**config.mk**
```make
export PLATFORM = sky130hd
export DESIGN_NAME = rv_fifo_flat
export DESIGN_NICKNAME = d
export VERILOG_FILES = /design/src/rtl/rv_fifo_pkg.sv /design/src/rtl/rv_fifo_if.sv /design/src/rtl/rv_fifo_mem.sv /design/src/rtl/rv_fifo.sv /design/src/flat_wrapper.sv
export SDC_FILE = /design/constraint.sdc
export NUM_CORES = 1
export LEC_CHECK = 0
export CAP_MARGIN = 10
export CORE_UTILIZATION = 45
export CTS_BUF_LIST = sky130_fd_sc_hd__clkbuf_8
export DETAILED_ROUTE_END_ITERATION = 16
export GPL_TIMING_DRIVEN = 0
export MAX_ROUTING_LAYER = met4
export PLACE_DENSITY = 0.69
export SLEW_MARGIN = 20
export SYNTH_ARGS = -nofsm -noshare
export SYNTH_HDL_FRONTEND = slang
export SYNTH_SLANG_ARGS = --single-unit
```
**constraint.sdc**
```tcl
create_clock -name clk -period 3.15 [get_ports clk]
set_clock_uncertainty 0.2 [all_clocks]
set_input_delay 0.63 -clock clk [delete_from_list [all_inputs] [get_ports clk]]
set_output_delay 0.63 -clock clk [all_outputs]
set_load 0.03 [all_outputs]
```
**src/rtl/rv_fifo_pkg.sv**
```systemverilog
// Purpose : shared sizing helpers for the rv_fifo block.
// Contents: ptr_width(depth)   - read/write pointer width (index bits + wrap bit)
//           level_width(depth) - width of the occupancy count 0..depth
package rv_pkg;

  function automatic int ptr_width(input int depth);
    return $clog2(depth) + 1;
  endfunction

  function automatic int level_width(input int depth);
    return $clog2(depth + 1);
  endfunction

endpackage

```
**src/rtl/rv_fifo_if.sv**
```systemverilog
// Purpose : ready/valid handshake bundle for rv_fifo (producer side + consumer side).
// Signals : in_data/in_valid/in_ready   - producer -> FIFO, push = in_valid & in_ready
//           out_data/out_valid/out_ready - FIFO -> consumer, pop = out_valid & out_ready
// Modports: slave  - the FIFO itself
//           master - the environment driving producer data and consumer ready
interface rv_fifo_if #(
  parameter int DATA_WIDTH = 8
);
  logic [DATA_WIDTH-1:0] in_data;
  logic                  in_valid;
  logic                  in_ready;
  logic [DATA_WIDTH-1:0] out_data;
  logic                  out_valid;
  logic                  out_ready;

  modport slave (
    input  in_data, in_valid, out_ready,
    output in_ready, out_data, out_valid
  );

  modport master (
    output in_data, in_valid, out_ready,
    input  in_ready, out_data, out_valid
  );
endinterface

```
**src/rtl/rv_fifo_mem.sv**
```systemverilog
// Purpose : DEPTH x DATA_WIDTH register array, one synchronous write port,
//           one asynchronous read port, no reset.
// Ports   : clk      - write clock
//           i_we     - write enable
//           i_waddr  - write index
//           i_wdata  - write data
//           i_raddr  - read index
//           o_rdata  - read data (combinational from i_raddr)
module rv_fifo_mem #(
  parameter  int DATA_WIDTH = 8,
  parameter  int DEPTH      = 4,
  localparam int AW         = $clog2(DEPTH)
) (
  input  logic                  clk,
  input  logic                  i_we,
  input  logic [AW-1:0]         i_waddr,
  input  logic [DATA_WIDTH-1:0] i_wdata,
  input  logic [AW-1:0]         i_raddr,
  output logic [DATA_WIDTH-1:0] o_rdata
);

  logic [DATA_WIDTH-1:0] r_mem [DEPTH];

  always_ff @(posedge clk) begin
    if (i_we) r_mem[i_waddr] <= i_wdata;
  end

  assign o_rdata = r_mem[i_raddr];

endmodule

```
**src/rtl/rv_fifo.sv**
```systemverilog
// Purpose : parametrised ready/valid FIFO with registered backpressure,
//           occupancy output and synchronous flush.
// Ports   : clk    - clock, rising edge
//           rst_n  - asynchronous active-low reset
//           bus    - rv_fifo_if.slave handshake bundle (in_* producer, out_* consumer)
//           clear  - synchronous flush; drops any push offered in the same cycle
//           level  - number of stored entries, 0..DEPTH
//           full   - level == DEPTH
//           empty  - level == 0
module rv_fifo
  import rv_pkg::*;
#(
  parameter  int DATA_WIDTH = 8,
  parameter  int DEPTH      = 4,
  localparam int LW         = level_width(DEPTH)
) (
  input  logic          clk,
  input  logic          rst_n,
  rv_fifo_if.slave      bus,
  input  logic          clear,
  output logic [LW-1:0] level,
  output logic          full,
  output logic          empty
);

  localparam int PW = ptr_width(DEPTH);
  localparam int AW = PW - 1;

  logic [PW-1:0] r_wr_ptr;
  logic [PW-1:0] r_rd_ptr;
  logic          r_in_ready;

  logic          w_push;
  logic          w_pop;
  logic [PW-1:0] w_wr_nxt;
  logic [PW-1:0] w_rd_nxt;
  logic [PW-1:0] w_lvl;
  logic [PW-1:0] w_lvl_nxt;

  assign w_lvl = r_wr_ptr - r_rd_ptr;
  assign empty = (r_wr_ptr == r_rd_ptr);
  assign full  = (r_wr_ptr[AW-1:0] == r_rd_ptr[AW-1:0]) &&
                 (r_wr_ptr[AW] != r_rd_ptr[AW]);
  assign level = LW'(w_lvl);

  // clear wins over a concurrent push: the write is suppressed as well,
  // so storage is left untouched by the flush.
  assign w_push = bus.in_valid & r_in_ready & ~clear;
  assign w_pop  = ~empty & bus.out_ready;

  always_comb begin
    w_wr_nxt = r_wr_ptr;
    w_rd_nxt = r_rd_ptr;
    if (clear) begin
      w_wr_nxt = '0;
      w_rd_nxt = '0;
    end else begin
      if (w_push) w_wr_nxt = r_wr_ptr + PW'(1);
      if (w_pop)  w_rd_nxt = r_rd_ptr + PW'(1);
    end
  end

  assign w_lvl_nxt = w_wr_nxt - w_rd_nxt;

  // in_ready is computed from the next pointer pair, so it never depends
  // combinationally on out_ready; a pop from full re-opens it one edge later.
  always_ff @(posedge clk or negedge rst_n) begin
    if (!rst_n) begin
      r_wr_ptr   <= '0;
      r_rd_ptr   <= '0;
      r_in_ready <= 1'b0;
    end else begin
      r_wr_ptr   <= w_wr_nxt;
      r_rd_ptr   <= w_rd_nxt;
      r_in_ready <= (w_lvl_nxt != PW'(DEPTH));
    end
  end

  rv_fifo_mem #(
    .DATA_WIDTH (DATA_WIDTH),
    .DEPTH      (DEPTH)
  ) u_mem (
    .clk     (clk),
    .i_we    (w_push),
    .i_waddr (r_wr_ptr[AW-1:0]),
    .i_wdata (bus.in_data),
    .i_raddr (r_rd_ptr[AW-1:0]),
    .o_rdata (bus.out_data)
  );

  assign bus.in_ready  = r_in_ready;
  assign bus.out_valid = ~empty;

endmodule

```
**src/flat_wrapper.sv**
```systemverilog
// flat-port wrapper written by rule: the top's interface ports become plain ports
module rv_fifo_flat import rv_pkg::*;
#(
  parameter  int DATA_WIDTH = 8,
  parameter  int DEPTH      = 4,
  localparam int LW         = level_width(DEPTH)
)
  (clk, rst_n, clear, level, full, empty, bus_in_data, bus_in_valid, bus_out_ready, bus_in_ready, bus_out_data, bus_out_valid);
  rv_fifo_if #(.DATA_WIDTH(DATA_WIDTH)) bus_i ();
  input  logic clk;
  input  logic rst_n;
  input  logic clear;
  output logic [LW-1:0] level;
  output logic full;
  output logic empty;
  input wire logic [$bits(bus_i.in_data)-1:0] bus_in_data;
  input wire logic [$bits(bus_i.in_valid)-1:0] bus_in_valid;
  input wire logic [$bits(bus_i.out_ready)-1:0] bus_out_ready;
  output wire logic [$bits(bus_i.in_ready)-1:0] bus_in_ready;
  output wire logic [$bits(bus_i.out_data)-1:0] bus_out_data;
  output wire logic [$bits(bus_i.out_valid)-1:0] bus_out_valid;
  assign bus_i.in_data = bus_in_data;
  assign bus_i.in_valid = bus_in_valid;
  assign bus_i.out_ready = bus_out_ready;
  assign bus_in_ready = bus_i.in_ready;
  assign bus_out_data = bus_i.out_data;
  assign bus_out_valid = bus_i.out_valid;
  rv_fifo #(.DATA_WIDTH(DATA_WIDTH), .DEPTH(DEPTH)) u_core (.clk(clk), .rst_n(rst_n), .bus(bus_i), .clear(clear), .level(level), .full(full), .empty(empty));
endmodule
```
==> impl_metrics.toml, run 1 <==
[power]
leakagePower_nw = 0.853
seq_power_share_pct = 34.1
power_switching_share_pct = 32.5
design_power_total_w = 0.00185
power_density_nw_per_um2 = 836
max-vdd-ir-drop_mv = 0.487
power.clock.fraction_pct = 25.4
power.switching_w = 0.000602
intPower_w = 0.00125
share_comb_of_total_power_pct = 40.5

[sta]
timing.max_slew.rel_slack_pct = 71.2
timing.final.crit_share_pct = 96.1
finalWorstPathRequiredPeriod_ns = 3.03
drv_slew = 0
final_layout_setup_total_negative_slack_ns = 0
worst_pin_slew_ns = 0.432
unrepaired_setup_endpoints_after_global_routing = "no"
finalHoldViolCount = 0
setup_viol = 0
fmax_mhz = 330

[grt]
antenna_found_initial = 0
via_count_of_the_first_global_routing_pass = 1014
grt.total_usage_pct = 17.0
grt_start_max_net_pins = 13
grt_first_pass_wirelength_um = 4920
grt_remaining_overflow = 0

[setup_path]
timing_worst_setup_path_type = "reg -> out"
critical_path_peak_fanout = 10
worstSetupStartpointType = "flip-flop"
timing.critical_path.arrival_ns = 2.20
crit-reg2reg-launch = "u_core.r_rd_ptr[1]$_DFF_PN0_"
cp-end-kind = "output pin"
critical_path_required_ns = 2.32
startpoint = "u_core.r_rd_ptr[1]$_DFF_PN0_"

[yosys]
yosys-top-cells-area = "sky130_fd_sc_hd__edfxtp_1, sky130_fd_sc_hd__mux4_2, sky130_fd_sc_hd__dfrtp_1"
yosys_top_cell_by_area = "sky130_fd_sc_hd__edfxtp_1"
yosysSeqAreaShare_pct = 64.9
net_count_synth = 129
synth_enable_flop_cells = 32
ys_types = 27
avgSynthCellArea_um2 = 16.5
ys_warn_count = 0
yosysTopAreaCellShare_pct = 54.9
async_flop_share_pct = 17.9
synth_top_flop_cell = "sky130_fd_sc_hd__edfxtp_1"
synth.ff_latch_count = 39
mappedNetlistArea_um2 = 1750
synthCells = 106

[finish]
n_antenna_cell = 0
post_route_cells_drive_above_1_share_pct = 15.7
most-common-layout-cells = "sky130_fd_sc_hd__edfxtp_1, sky130_fd_sc_hd__clkdlybuf4s50_1, sky130_fd_sc_hd__inv_1, sky130_fd_sc_hd__ha_1, sky130_fd_sc_hd__mux4_2"
multiInputGateArea_um2 = 571
layout.filler_cells = 303
nets = 162
final_cells = 188
layout.core_utilization_pct = 60.0
area_delta_synth_final_pct = 26.4
area.sequential_um2 = 1140
mostFrequentLayoutCell = "sky130_fd_sc_hd__edfxtp_1"

[die]
start_util_pct = 47.5
placementRows = 22
die-width_um = 64.4
die_area_um2 = 4140
placeableCoreArea_um2 = 3690
ios = 28
chipHeight_um = 64.4

[routing]
drt_wl_total_um = 2950
post_drt_via_cell_ratio = 5.06
route.detailed.drc = 0
ant_nets = 0
detailedRoute.firstPassIterationCount = 4
detail_route.wl_per_cell_um = 15.7
detailroute.via_count = 952
drt_first_iter_violations = 26

[flow_run]
maxCapViolCount = 0

[placement]
post-dp-hpwl_um = 2240
number_of_cells_in_the_design_after_placement = 180
port_buffers = 26
globalplace.congestion = 0.692

[cts]
insertion_delay_ns = 0.27
cts-root-to-sink-buffers = 2
numClockSinks = 39
cts_tree = "built"
clkSlewWorstSetupHoldPaths_ns = 0.07
cts.htree.levels = 2
numCtsBuffers = 5
clk_root_buffer_cell = "sky130_fd_sc_hd__clkbuf_8"

[worst_hold_path]
holdCritPathClass = "in -> async"

[status]
status = "finished clean"
-- critical path, stage by stage, from the launching register on --
cell	delay, ns
sky130_fd_sc_hd__dfrtp_1	0.40
sky130_fd_sc_hd__clkbuf_4	0.26
sky130_fd_sc_hd__inv_1	0.07
sky130_fd_sc_hd__ha_1	0.36
sky130_fd_sc_hd__nand2_1	0.07
sky130_fd_sc_hd__nor2_1	0.09
sky130_fd_sc_hd__clkdlybuf4s50_1	0.68
-- layer usage --
metal	wire length, um	GRT usage [%]
met1	1250	19.4
met2	1550	29.9
met3	112	3.75
met4	27	5.00
met5	0	-
-- synth_stat cells (2+ instances only) --
cell type and n:
sky130_fd_sc_hd__edfxtp_1 32, sky130_fd_sc_hd__ha_1 9, sky130_fd_sc_hd__inv_1 8, sky130_fd_sc_hd__mux4_2 8, sky130_fd_sc_hd__dfrtp_1 7, sky130_fd_sc_hd__nor2_1 6, sky130_fd_sc_hd__and2_1 5, sky130_fd_sc_hd__nand2_1 4
sky130_fd_sc_hd__nand3_1 3, sky130_fd_sc_hd__nor2b_1 3, sky130_fd_sc_hd__xnor2_1 3, sky130_fd_sc_hd__buf_2 2, sky130_fd_sc_hd__mux2i_1 2
-- registers in the layout, indices dropped and copies added, names as in the netlist --
register and count:
u_core.r_wr_ptr 3, u_core.bus.in_ready 1, u_core.r_rd_ptr 3, u_core.u_mem.r_mem 32
-- final timing paths --
check                                                end  slack, ns  depth (start not counted)
min in group clk            u_core.r_rd_ptr[1]$_DFF_PN0_       0.43                          2
setup / recovery                                    full       0.12                          6
hold reg to reg             u_core.r_wr_ptr[1]$_DFF_PN0_       0.44                          2
setup reg to reg           u_core.bus.in_ready$_DFF_PN0_       0.47                         10
hold / removal              u_core.r_wr_ptr[2]$_DFF_PN0_       0.42                          1
max in group asynchronous   u_core.r_rd_ptr[1]$_DFF_PN0_       2.08                          1
-- area by class of cell --
| class | instances | area share, % |
|---|---|---|
| plain buffers | 3 | 0.792 |
| clock buffers | 5 | 3.11 |
| clock inverters | 3 | 2.88 |
| inverters | 8 | 1.36 |
| multi-input cells | 56 | 25.8 |
| flip-flops and latches | 39 | 51.4 |
| well taps | 48 | 2.71 |
| repair buffers | 26 | 12.0 |
-- logic make-up (layout without fill, tap and decap cells) --
family	count (synthesis)	count (layout)	share of synthesized area (%)
flip-flops	39	39	64.9
XOR/XNOR	5	5	2.93
multiplexers	11	11	12.1
AND/OR/NAND/NOR	26	26	7.86
adder cells (fa/ha/maj)	10	10	7.58
AO/OA/AOI/OAI	4	4	2.14
buffers and inverters	11	45	2.50
-- timing repair --
| item | in CTS | in global routing |
|---|---|---|
| gates resized for setup | 2 | 2 |
| hold buffers | 0 | 0 |
| setup endpoints to repair | 3 | 2 |
| buffers inserted | 0 | 0 |
| gates cloned | 0 | 0 |
-- power groups by stage --
stage | Clock [W] | Sequential (W) | Combinational, W
after floorplan | 0 | 0.000643 | 0.000483
after CTS | 0.000481 | 0.000632 | 0.000766
after global placement | 0 | 0.000638 | 0.000743
after global routing | 0.000503 | 0.000636 | 0.000809
after detailed placement | 0 | 0.000643 | 0.000761
final | 0.000470 | 0.000631 | 0.000749
-- per-stage QoR --
| step | hold slack, ns | setup slack (ns) | instance area, um2 |
|---|---|---|---|
| floorplan | 0.134 | 0.536 | 1750 |
| global placement | 0.399 | 0.107 | 2070 |
| detailed placement | 0.425 | 0.0504 | 2070 |
| CTS | 0.420 | 0.0536 | 2210 |
| global route | 0.427 | 0.00574 | 2210 |
| finish | 0.421 | 0.122 | 2210 |
Power figures use the tool's default switching activity.
==> inputs of run 2 (changes only) <==
==> constraint.sdc (replaced) <==
create_clock -name clk -period 3.1 [get_ports clk]
set_clock_uncertainty 0.2 [all_clocks]
set_input_delay 0.62 -clock clk [delete_from_list [all_inputs] [get_ports clk]]
set_output_delay 0.62 -clock clk [all_outputs]
set_load 0.03 [all_outputs]
==> run 2 against run 1 <==
Against the previous run: sequential cell count unchanged; sequential power is 2% higher; first-iteration DRC count unchanged; hold slack got worse by 0.010 ns; sequential share of layout area is 0.12 points lower; critical path type unchanged; largest cell class unchanged.
==> impl_metrics.toml, run 2 (synthesis results as in run 1) <==
[status]
status = "finished clean"

[finish]
largest_register = "u_core.u_mem.r_mem"
n_antenna_cell = 0
area_delta_synth_final_pct = 26.7
mostFrequentLayoutCell = "sky130_fd_sc_hd__edfxtp_1"
post_route_cells_drive_above_1_share_pct = 15.7
nets = 162
most-common-layout-cells = "sky130_fd_sc_hd__edfxtp_1, sky130_fd_sc_hd__clkdlybuf4s50_1, sky130_fd_sc_hd__inv_1, sky130_fd_sc_hd__ha_1, sky130_fd_sc_hd__mux4_2"
layout.filler_cells = 303
layout_top_registers = "u_core.u_mem.r_mem: 32 flops, u_core.r_rd_ptr: 3 flops, u_core.r_wr_ptr: 3 flops"
largest_register_ffs = 32

[power]
power_switching_share_pct = 32.5
intPower_w = 0.00127
leakagePower_nw = 0.882
max-vdd-ir-drop_mv = 0.495
power_density_nw_per_um2 = 847
power.clock.fraction_pct = 25.4
share_comb_of_total_power_pct = 40.4
power.switching_w = 0.000611
seq_power_share_pct = 34.2

[cts]
numClockSinks = 39
clk_root_buffer_cell = "sky130_fd_sc_hd__clkbuf_8"
clkSlewWorstSetupHoldPaths_ns = 0.07
cts_hold_repair.buffers = 0
cts-root-to-sink-buffers = 2
cts.htree.levels = 2
postCtsSetupRepairBufs = 0
insertion_delay_ns = 0.27
cts_repair_resize_count = 2
numCtsBuffers = 5
cts_tree = "built"

[setup_path]
cp-end-kind = "output pin"
worstSetupStartpointType = "flip-flop"
critical_path_peak_fanout = 4
startpoint = "u_core.r_wr_ptr[0]$_DFF_PN0_"
timing_worst_setup_path_type = "reg -> out"
critical_path_required_ns = 2.28
timing.critical_path.arrival_ns = 2.18
crit-reg2reg-launch = "u_core.r_rd_ptr[1]$_DFF_PN0_"

[grt]
grt_remaining_overflow = 0
antenna_found_initial = 0
grt.total_usage_pct = 17.0
grt_first_pass_wirelength_um = 4920
via_count_of_the_first_global_routing_pass = 1014
grt_start_max_net_pins = 13

[sta]
finalWorstPathRequiredPeriod_ns = 3.00
worst_pin_slew_ns = 0.432
final_layout_setup_total_negative_slack_ns = 0
drv_slew = 0
unrepaired_setup_endpoints_after_global_routing = "no"
post-route-worst-setup-slack_ns = 0.0988
finalHoldViolCount = 0
timing.final.crit_share_pct = 96.8
fmax_mhz = 333
timing.max_slew.rel_slack_pct = 71.2
setup_viol = 0

[routing]
post_drt_via_cell_ratio = 5.06
drt_wl_total_um = 2940
detailedRoute.firstPassIterationCount = 4
detailroute.via_count = 952
drt_first_iter_violations = 26
route.detailed.drc = 0
ant_nets = 0
detail_route.wl_per_cell_um = 15.7

[die]
start_util_pct = 47.5
placeableCoreArea_um2 = 3690
chipHeight_um = 64.4
ios = 28
die-width_um = 64.4
die_area_um2 = 4140
placementRows = 22

[placement]
post-dp-hpwl_um = 2240
port_buffers = 26
globalplace.congestion = 0.692
place_worst_setup_slack_ns = 0.0104

[flow_run]
maxCapViolCount = 0

[worst_hold_path]
holdCritPathClass = "in -> async"
==> run 2: metrics by stage <==
step	cell area [um2]	instances	power [W]	util, %	hold slack (ns)
2_1_floorplan	1750	106	0.00114	-	0.124
3_3_place_gp	2070	180	0.00140	56.1	0.399
3_5_place_dp	2070	180	0.00143	56.1	0.425
4_1_cts	2210	188	0.00191	59.8	0.410
5_1_grt	2220	188	0.00198	60.1	0.417
6_report	2220	188	0.00188	60.1	0.411
==> run 2: final cells by class <==
cell class	instances	area, um2	area share, %
multi-input combinational	56	571	25.7
buffer	3	17.5	0.790
timing repair buffer	26	270	12.2
tap	48	60.1	2.71
inverter	8	30.0	1.35
clock inverter	3	63.8	2.88
clock buffer	5	68.8	3.10
sequential	39	1140	51.2
==> run 2: final timing paths <==
kind                                                  to  slack, ns  cells past startpoint
setup / recovery                                level[1]        0.1                      5
hold / removal              u_core.r_wr_ptr[2]$_DFF_PN0_       0.41                      1
setup reg to reg           u_core.bus.in_ready$_DFF_PN0_       0.42                     10
hold reg to reg             u_core.r_wr_ptr[1]$_DFF_PN0_       0.44                      2
max in group asynchronous   u_core.r_rd_ptr[1]$_DFF_PN0_       2.04                      1
min in group clk            u_core.r_rd_ptr[1]$_DFF_PN0_       0.42                      2
==> run 2: worst max-delay path: stages, from the launching register on <==
cell	delay, ns
sky130_fd_sc_hd__dfrtp_1	0.41
sky130_fd_sc_hd__inv_1	0.16
sky130_fd_sc_hd__ha_1	0.19
sky130_fd_sc_hd__fa_1	0.41
sky130_fd_sc_hd__inv_1	0.07
sky130_fd_sc_hd__clkdlybuf4s50_1	0.66
==> run 2: metal layers <==
metal / track usage, % / wire length [um] / part of all wire [%]
met2: 29.9 / 1550 / 53
met4: 5.00 / 27 / 0.92
met3: 3.75 / 118 / 4.0
met1: 19.4 / 1240 / 42
met5: - / 0 / 0
==> run 2: power by group through the flow <==
stage / clock, W / combinational [W] / sequential, W
2_1_floorplan: 0 / 0.000491 / 0.000654
3_3_place_gp: 0 / 0.000755 / 0.000648
3_5_place_dp: 0 / 0.000774 / 0.000653
4_1_cts: 0.000489 / 0.000779 / 0.000642
5_1_grt: 0.000511 / 0.000819 / 0.000647
6_report: 0.000477 / 0.000758 / 0.000642
==> inputs of run 3 (changes only) <==
--- a/config.mk
+++ b/config.mk
@@ -7,7 +7,7 @@
 export LEC_CHECK = 0
 export CAP_MARGIN = 10
 export CORE_UTILIZATION = 45
-export CTS_BUF_LIST = sky130_fd_sc_hd__clkbuf_8
+export CTS_BUF_LIST = sky130_fd_sc_hd__clkbuf_4
 export DETAILED_ROUTE_END_ITERATION = 16
 export GPL_TIMING_DRIVEN = 0
 export MAX_ROUTING_LAYER = met4
==> run 3 against run 2 <==
Against the previous run: first-iteration DRC count grew 31%; worst setup slack better by 0.029 ns; critical endpoint is now bus_out_data[5]; sequential cell count stayed put; via count grew 0.42%; die area stayed put.
==> impl_metrics.toml, run 3 (synthesis results as in run 1) <==
[finish]
nets = 162
post_route_cells_drive_above_1_share_pct = 16.4
most-common-layout-cells = "sky130_fd_sc_hd__edfxtp_1, sky130_fd_sc_hd__clkdlybuf4s50_1, sky130_fd_sc_hd__ha_1"
mostFrequentLayoutCell = "sky130_fd_sc_hd__edfxtp_1"
largest_register_ffs = 32
largest_register = "u_core.u_mem.r_mem"
area_delta_synth_final_pct = 24.7
n_antenna_cell = 0
layout_top_registers = "u_core.u_mem.r_mem: 32 flops, u_core.r_rd_ptr: 3 flops, u_core.r_wr_ptr: 3 flops"
layout.filler_cells = 308
design_area_um2 = 2180

[routing]
drt_first_iter_violations = 34
drt_wl_total_um = 2980
post_drt_via_cell_ratio = 5.09
detail_route.wl_per_cell_um = 15.8
detailroute.via_count = 956
ant_nets = 0
route.detailed.drc = 0
detailedRoute.firstPassIterationCount = 3

[cts]
numClockSinks = 39
cts_tree = "built"
cts-root-to-sink-buffers = 2
clk_root_buffer_cell = "sky130_fd_sc_hd__clkbuf_4"
postCtsSetupRepairBufs = 0
numCtsBuffers = 5
insertion_delay_ns = 0.33
cts.htree.levels = 2
clkSlewWorstSetupHoldPaths_ns = 0.11
cts_hold_repair.buffers = 0

[worst_hold_path]
holdCritPathClass = "in -> async"

[die]
placeableCoreArea_um2 = 3690
chipHeight_um = 64.4
die_area_um2 = 4140
placementRows = 22
die-width_um = 64.4
ios = 28
start_util_pct = 47.5

[setup_path]
timing.critical_path.arrival_ns = 2.15
crit_path_cell_trace = "clkbuf_4, mux4_2, clkdlybuf4s50_1"
critical_path.top_delay_family = "buffers and inverters"
cp-end-kind = "output pin"
critical_path_buf_inv_count = 2
timing.critical_path.slowest_cell_delay_ns = 0.61
worstSetupStartpointType = "flip-flop"
critical_path_required_ns = 2.28
crit_slowest_cell = "sky130_fd_sc_hd__clkdlybuf4s50_1"
regToRegSetupSlack_ns = 0.41
critical_path_peak_fanout = 9
timing_worst_setup_path_type = "reg -> out"

[placement]
post-dp-hpwl_um = 2240
place_worst_setup_slack_ns = 0.0104
port_buffers = 26
globalplace.congestion = 0.692
placed_cell_area_um2 = 2070

[status]
status = "finished clean"

[sta]
timing.max_slew.rel_slack_pct = 71.2
setup_viol = 0
finalHoldViolCount = 0
final_layout_setup_total_negative_slack_ns = 0
drv_slew = 0
fmax_mhz = 337
timing.final.crit_share_pct = 95.9
finalWorstPathRequiredPeriod_ns = 2.97
post-route-worst-setup-slack_ns = 0.128
unrepaired_setup_endpoints_after_global_routing = "no"
final.hold.worst_slack_ns = 0.344
worst_pin_slew_ns = 0.432

[power]
power_density_nw_per_um2 = 827
max-vdd-ir-drop_mv = 0.473
leakagePower_nw = 0.851

[grt]
grt.total_usage_pct = 17.4
via_count_of_the_first_global_routing_pass = 1012
grt_remaining_overflow = 0
antenna_found_initial = 0
grt_start_max_net_pins = 13
met2_global_route_usage_pct = 29.9
grt_util_met1_pct = 19.5
grt.busiest_layer = "met2"
grt_use_met3_pct = 5.36
grt_first_pass_wirelength_um = 4950

[flow_run]
maxCapViolCount = 0
[run 3: cell count changes in the layout (fill, tap and decap cells not counted)]
cell / change
sky130_fd_sc_hd__buf_2: -1
sky130_fd_sc_hd__dlymetal6s2s_1: -2
sky130_fd_sc_hd__clkdlybuf4s50_1: -1
sky130_fd_sc_hd__clkbuf_4: +7
sky130_fd_sc_hd__inv_1: -1
sky130_fd_sc_hd__clkbuf_8: -5
sky130_fd_sc_hd__dlygate4sd2_1: +3
[run 3: worst paths after layout]
path	endpoint	startpoint	depth (start not counted)
worst max-delay path	bus_out_data[5]	u_core.r_rd_ptr[0]$_DFF_PN0_	3
worst min-delay path	u_core.bus.in_ready$_DFF_PN0_	rst_n	1
worst max register to register	u_core.bus.in_ready$_DFF_PN0_	u_core.r_rd_ptr[1]$_DFF_PN0_	10
worst min register to register	u_core.r_wr_ptr[1]$_DFF_PN0_	u_core.bus.in_ready$_DFF_PN0_	2
max in group asynchronous	u_core.r_wr_ptr[1]$_DFF_PN0_	rst_n	1
min in group clk	u_core.r_rd_ptr[1]$_DFF_PN0_	clear	2
[run 3: layout make-up]
type / instances / area, um2 / share of cell area, %
Sequential cell: 39 / 1140 / 52.0
Inverter: 8 / 30.0 / 1.38
Clock inverter: 2 / 60.1 / 2.75
Multi-Input combinational cell: 56 / 571 / 26.1
Buffer: 3 / 20.0 / 0.917
Tap cell: 48 / 60.1 / 2.75
Timing Repair Buffer: 26 / 262 / 12.0
Clock buffer: 6 / 45.0 / 2.06
[run 3: what timing repair did]
item | in CTS | in global routing
resized for setup | 5 | 3
endpoints found under the setup margin | 13 | 10
pin swaps | 0 | 0
[run 3: power by group]
group / leakage, nW / internal (W) / total, W / switching (W)
clock network: 0.0559 / 0.000261 / 0.000417 / 0.000156
logic: 0.414 / 0.000323 / 0.000748 / 0.000424
registers: 0.381 / 0.000615 / 0.000641 / 0.0000264
[run 3: per-layer routing]
metal  up-vias  part of all wire [%]
li1        457                     -
met1       471                    42
met2        24                    53
met3         4                   4.6
met4         0                   1.1
met5         -                     0
[run 3: through the flow]
stage	util, %	power [W]	cells
floorplan	-	0.00114	106
global placement	56.1	0.00140	180
detailed placement	56.1	0.00143	180
CTS	59.0	0.00183	188
global route	59.2	0.00190	188
finish	59.2	0.00181	188
==> RTL edit 1, RTL diff (flow settings as in run 3) <==
Register the output `level`, cleared by the reset; this adds one clock of latency there. The other outputs are not delayed to match.
--- a/src/rtl/rv_fifo.sv
+++ b/src/rtl/rv_fifo.sv
@@ -41,7 +41,13 @@
   assign empty = (r_wr_ptr == r_rd_ptr);
   assign full  = (r_wr_ptr[AW-1:0] == r_rd_ptr[AW-1:0]) &&
                  (r_wr_ptr[AW] != r_rd_ptr[AW]);
-  assign level = LW'(w_lvl);
+  always_ff @(posedge clk or negedge rst_n) begin
+    if (!rst_n) begin
+      level <= '0;
+    end else begin
+      level <= LW'(w_lvl);
+    end
+  end
 
   // clear wins over a concurrent push: the write is suppressed as well,
   // so storage is left untouched by the flush.
Function: changed (a bounded check fails within 4 cycles, from zero or initial values and one cycle with rst_n low).
==> RTL edit 1 against run 3 <==
Final cell count grew 1.6%. Design area is 1.3% higher. Wire length fell by 0.37%. Setup slack better by 10 ps. Via count is 0.63% higher. Synthesized cell count up 2.8%. Sequential cell count rose by 3. Area after synthesis up 4.3%. Power shrank 7.1%. Critical path type unchanged. Largest power group unchanged. Highest routed layer unchanged.
==> RTL edit 1: results (changes against run 3) <==
[outcome]
outcome = finished, final reports clean  ; unchanged

[drt]
wl_met1_um = 1210  ; was 1240 um
vias = 962  ; was 956
wl_met2_um = 1600  ; was 1560 um
route.met3.wl_um = 108  ; was 137 um
drt_iter0_drc = 54  ; was 34
routed_wl_um = 2960  ; was 2980 um

[power]
leakage_nw = 0.851  ; about the same
power_frac_clock_pct = 15.8  ; was 23.1%
p_seq_mw = 0.700  ; was 0.641 mW
p_clk_mw = 0.265  ; was 0.417 mW
p_int_mw = 1.08  ; was 1.20 mW

[global_route]
grt_usage_pct = 16.4  ; was 17.4%
use_met3_pct = 4.69  ; was 5.36%
grt_use_met2_pct = 27.2  ; was 29.9%
grt_pass1_vias = 1038  ; was 1012

[placement]
place_area_um2 = 2150  ; was 2070 um^2
post-place-ws_ps = 52.1  ; was 10.4 ps
gp_congestion = 0.885  ; was 0.692
dp_hpwl_um = 2110  ; was 2240 um

[yosys]
avgSynthCellArea_um2 = 16.7  ; was 16.5 um^2
async_reset_ff_share_pct = 23.8  ; was 17.9%
synth_nets = 132  ; was 129

[sta]
worst_pin_slew_ps = 471  ; was 432 ps

[final_layout]
num-nets-final = 165  ; was 162
final_cells = 191  ; was 188

[critical_path]
r2r_setup_slack_ps = 460  ; was 410 ps

[RTL edit 1: cell count changes in the layout (fill, tap and decap cells not counted), sizes merged]
cell	before	now
bufinv	2	0
clkdlybuf4s50	21	23
dlygate4sd2	3	2
dfrtp	7	10
dlymetal6s2s	2	1
clkinv	0	2
[RTL edit 1: critical path, stage by stage (launching register included)]
cell	delay, ps
dfrtp_1	390
clkbuf_4	280
mux4_2	540
clkdlybuf4s50_1	610
[RTL edit 1: cells by family (layout without fill, tap and decap cells)]
logic type / count (synthesis) / after routing / share of synthesized area [%]
buffers and inverters: 11 / 45 / 2.40
AO/OA/AOI/OAI: 4 / 4 / 2.06
AND/OR/NAND/NOR: 26 / 26 / 7.54
adder cells (fa/ha/maj): 10 / 10 / 7.27
flip-flops: 42 / 42 / 66.3
multiplexers: 11 / 11 / 11.6
XOR/XNOR: 5 / 5 / 2.81
[RTL edit 1: layout make-up]
type,count,area (um^2),share of cell area (%)
clock inverter,2,13.8,0.623
timing repair buffer,26,260,11.8
multi-input combinational,56,571,25.8
clock buffer,6,45.0,2.04
inverter,8,30.0,1.36
sequential,42,1210,54.8
buffer,3,20.0,0.905
tap,48,60.1,2.72
[RTL edit 1: how the worst max path moves through the flow]
| stage | slack (ps) | endpoint | cells after the start | startpoint |
|---|---|---|---|---|
| finish | 140 | bus_out_data[0] | 3 | u_core.r_rd_ptr[0] |
| global placement | 130 | empty | 6 | u_core.r_rd_ptr[1] |
| global route | 50 | bus_out_data[0] | 3 | u_core.r_rd_ptr[0] |
| detailed placement | 50 | empty | 6 | u_core.r_rd_ptr[1] |
| floorplan | 520 | u_core.bus.in_ready | 10 | u_core.r_rd_ptr[1] |
| CTS | 20 | bus_out_data[0] | 3 | u_core.r_rd_ptr[0] |
==> RTL edit 2, RTL diff (flow settings as in run 3) <==
Made on the original files. `DEPTH` is set to 4 in 3 places; all go to 8.
--- a/src/rtl/rv_fifo_mem.sv
+++ b/src/rtl/rv_fifo_mem.sv
@@ -8,7 +8,7 @@
 //           o_rdata  - read data (combinational from i_raddr)
 module rv_fifo_mem #(
   parameter  int DATA_WIDTH = 8,
-  parameter  int DEPTH      = 4,
+  parameter  int DEPTH      = 8,
   localparam int AW         = $clog2(DEPTH)
 ) (
   input  logic                  clk,
--- a/src/rtl/rv_fifo.sv
+++ b/src/rtl/rv_fifo.sv
@@ -11,7 +11,7 @@
   import rv_pkg::*;
 #(
   parameter  int DATA_WIDTH = 8,
-  parameter  int DEPTH      = 4,
+  parameter  int DEPTH      = 8,
   localparam int LW         = level_width(DEPTH)
 ) (
   input  logic          clk,
--- a/src/flat_wrapper.sv
+++ b/src/flat_wrapper.sv
@@ -2,7 +2,7 @@
 module rv_fifo_flat import rv_pkg::*;
 #(
   parameter  int DATA_WIDTH = 8,
-  parameter  int DEPTH      = 4,
+  parameter  int DEPTH      = 8,
   localparam int LW         = level_width(DEPTH)
 )
   (clk, rst_n, clear, level, full, empty, bus_in_data, bus_in_valid, bus_out_ready, bus_in_ready, bus_out_data, bus_out_valid);
Ports: changed (resized level); port bits go from 28 to 29. The function was not compared with the original's and may differ.
==> RTL edit 2 against run 3 <==
First-iteration DRC count increased to 3.1 times the old value. Power up 34%. Utilization fell by 2.1 points. Setup slack lost 46 ps. Critical endpoint is now u_core.bus.in_ready. Final cell count grew 82%. Critical path type is now flop to flop. Non-clock buffer count rose by 13. Design area grew 78%. Sequential cell count rose by 34. Area after synthesis is 81% higher. Highest routed layer unchanged. Wire length increased by 100%.
==> RTL edit 2: results (changes against run 3) <==
[yosys]
synth_top_cells_by_count = edfxtp_1, nand2_1, mux4_2  ; was edfxtp_1, ha_1, inv_1, mux4_2, dfrtp_1
synthTopCellsByArea = edfxtp_1, mux4_2, dfrtp_1  ; unchanged
synth_fa_ha_area_share_pct = 3.80  ; was 7.58%
syn_inst = 195  ; was 106
synth-seq-area-share_pct = 67.9  ; was 64.9%
synth_cell_types = 36  ; was 27
synthMuxAreaShare_pct = 12.5  ; was 12.1%
synth_nets = 217  ; was 129
synth-xor-area-share_pct = 3.01  ; was 2.93%
synth_edf_count = 64  ; was 32

[placement]
dp_cells = 320  ; was 180
gp_congestion = 0.784  ; was 0.692
post-place-ws_ps = -238  ; was 10.4 ps
dp_hpwl_um = 3840  ; was 2240 um
io_buffers = 28  ; was 26

[drt]
wl_met2_um = 3040  ; was 1560 um
routed_wl_um = 6050  ; was 2980 um
post_drt_wl_per_cell_um = 17.6  ; was 15.8 um
vias = 1719  ; was 956
wl_met1_um = 2730  ; was 1240 um
drt_iter0_drc = 105  ; was 34
route.met3.wl_um = 207  ; was 137 um

[power]
ir_drop_mv = 0.253  ; was 0.473 mV
power_frac_clock_pct = 27.4  ; was 23.1%
p_sw_share_pct = 28.7  ; was 33.6%
power_frac_comb_pct = 26.8  ; was 41.4%
leakage_nw = 1.39  ; was 0.851 nW
power_density_nw_per_um2 = 622  ; was 827 nW/um^2

[critical_path]
crit_fanout = 4  ; was 9
r2r_setup_slack_ps = 80  ; was 410 ps
slowest_delay_ps = 420  ; was 610 ps
ff2ff_path_depth = 14  ; was 10
worstSetupStartpoint = u_core.r_rd_ptr[1]  ; was u_core.r_rd_ptr[0]
cp_data_arrival_time_ps = 3100  ; was 2150 ps
crit_end = u_core.bus.in_ready  ; was bus_out_data[5]
critical-path-top-delay-family = simple AND/OR/NAND/NOR gates  ; was buffers and inverters

[final_layout]
num-nets-final = 264  ; was 162
reg_top3 = u_core.u_mem.r_mem: 64 flops, u_core.r_rd_ptr: 4 flops, u_core.r_wr_ptr: 4 flops  ; was u_core.u_mem.r_mem: 32 flops, u_core.r_rd_ptr: 3 flops, u_core.r_wr_ptr: 3 flops
drive_gt1_share_pct = 29.1  ; was 16.4%

[clock_network]
insertion_delay_ps = 410  ; was 330 ps
cts_made_buffers = 9  ; was 5
htreeDepth = 3  ; was 2

[global_route]
grt_pass1_wl_um = 9470  ; was 4950 um
grt_use_met2_pct = 28.7  ; was 29.9%
use_met1_pct = 25.3  ; was 19.5%
grt_pass1_vias = 1751  ; was 1012
use_met3_pct = 3.56  ; was 5.36%

[sta]
fin_hold_ws_ps = 302  ; was 344 ps
slew-limit-headroom_pct = 38.3  ; was 71.2%

[outcome]
outcome = finished, final reports clean  ; unchanged

## RTL edit 2: cell count changes in the layout (fill, tap and decap cells not counted), moves of 7 or more
cell / before / now
mux4_2: 8 / 16
edfxtp_1: 32 / 64
buf_4: 0 / 8
clkbuf_2: 0 / 8
clkdlybuf4s50_1: 21 / 14
nand2_1: 4 / 29
## RTL edit 2: area by class of cell
type	count	area, um^2
fillers	542	2920
well taps	96	120
repair buffers	36	294
plain buffers	6	81.3
inverters	10	42.5
clock inverters	6	82.6
clock buffers	10	75.1
multi-input cells	106	1030
flip-flops and latches	73	2150
## RTL edit 2: what timing repair did
action / 4_1_cts / 5_1_grt
setup buffers: 5 / 2
endpoints found under the setup margin: 15 / 10
resized for setup: 28 / 22
endpoints found under the hold margin: 0 / 0
pin swaps: 1 / 3
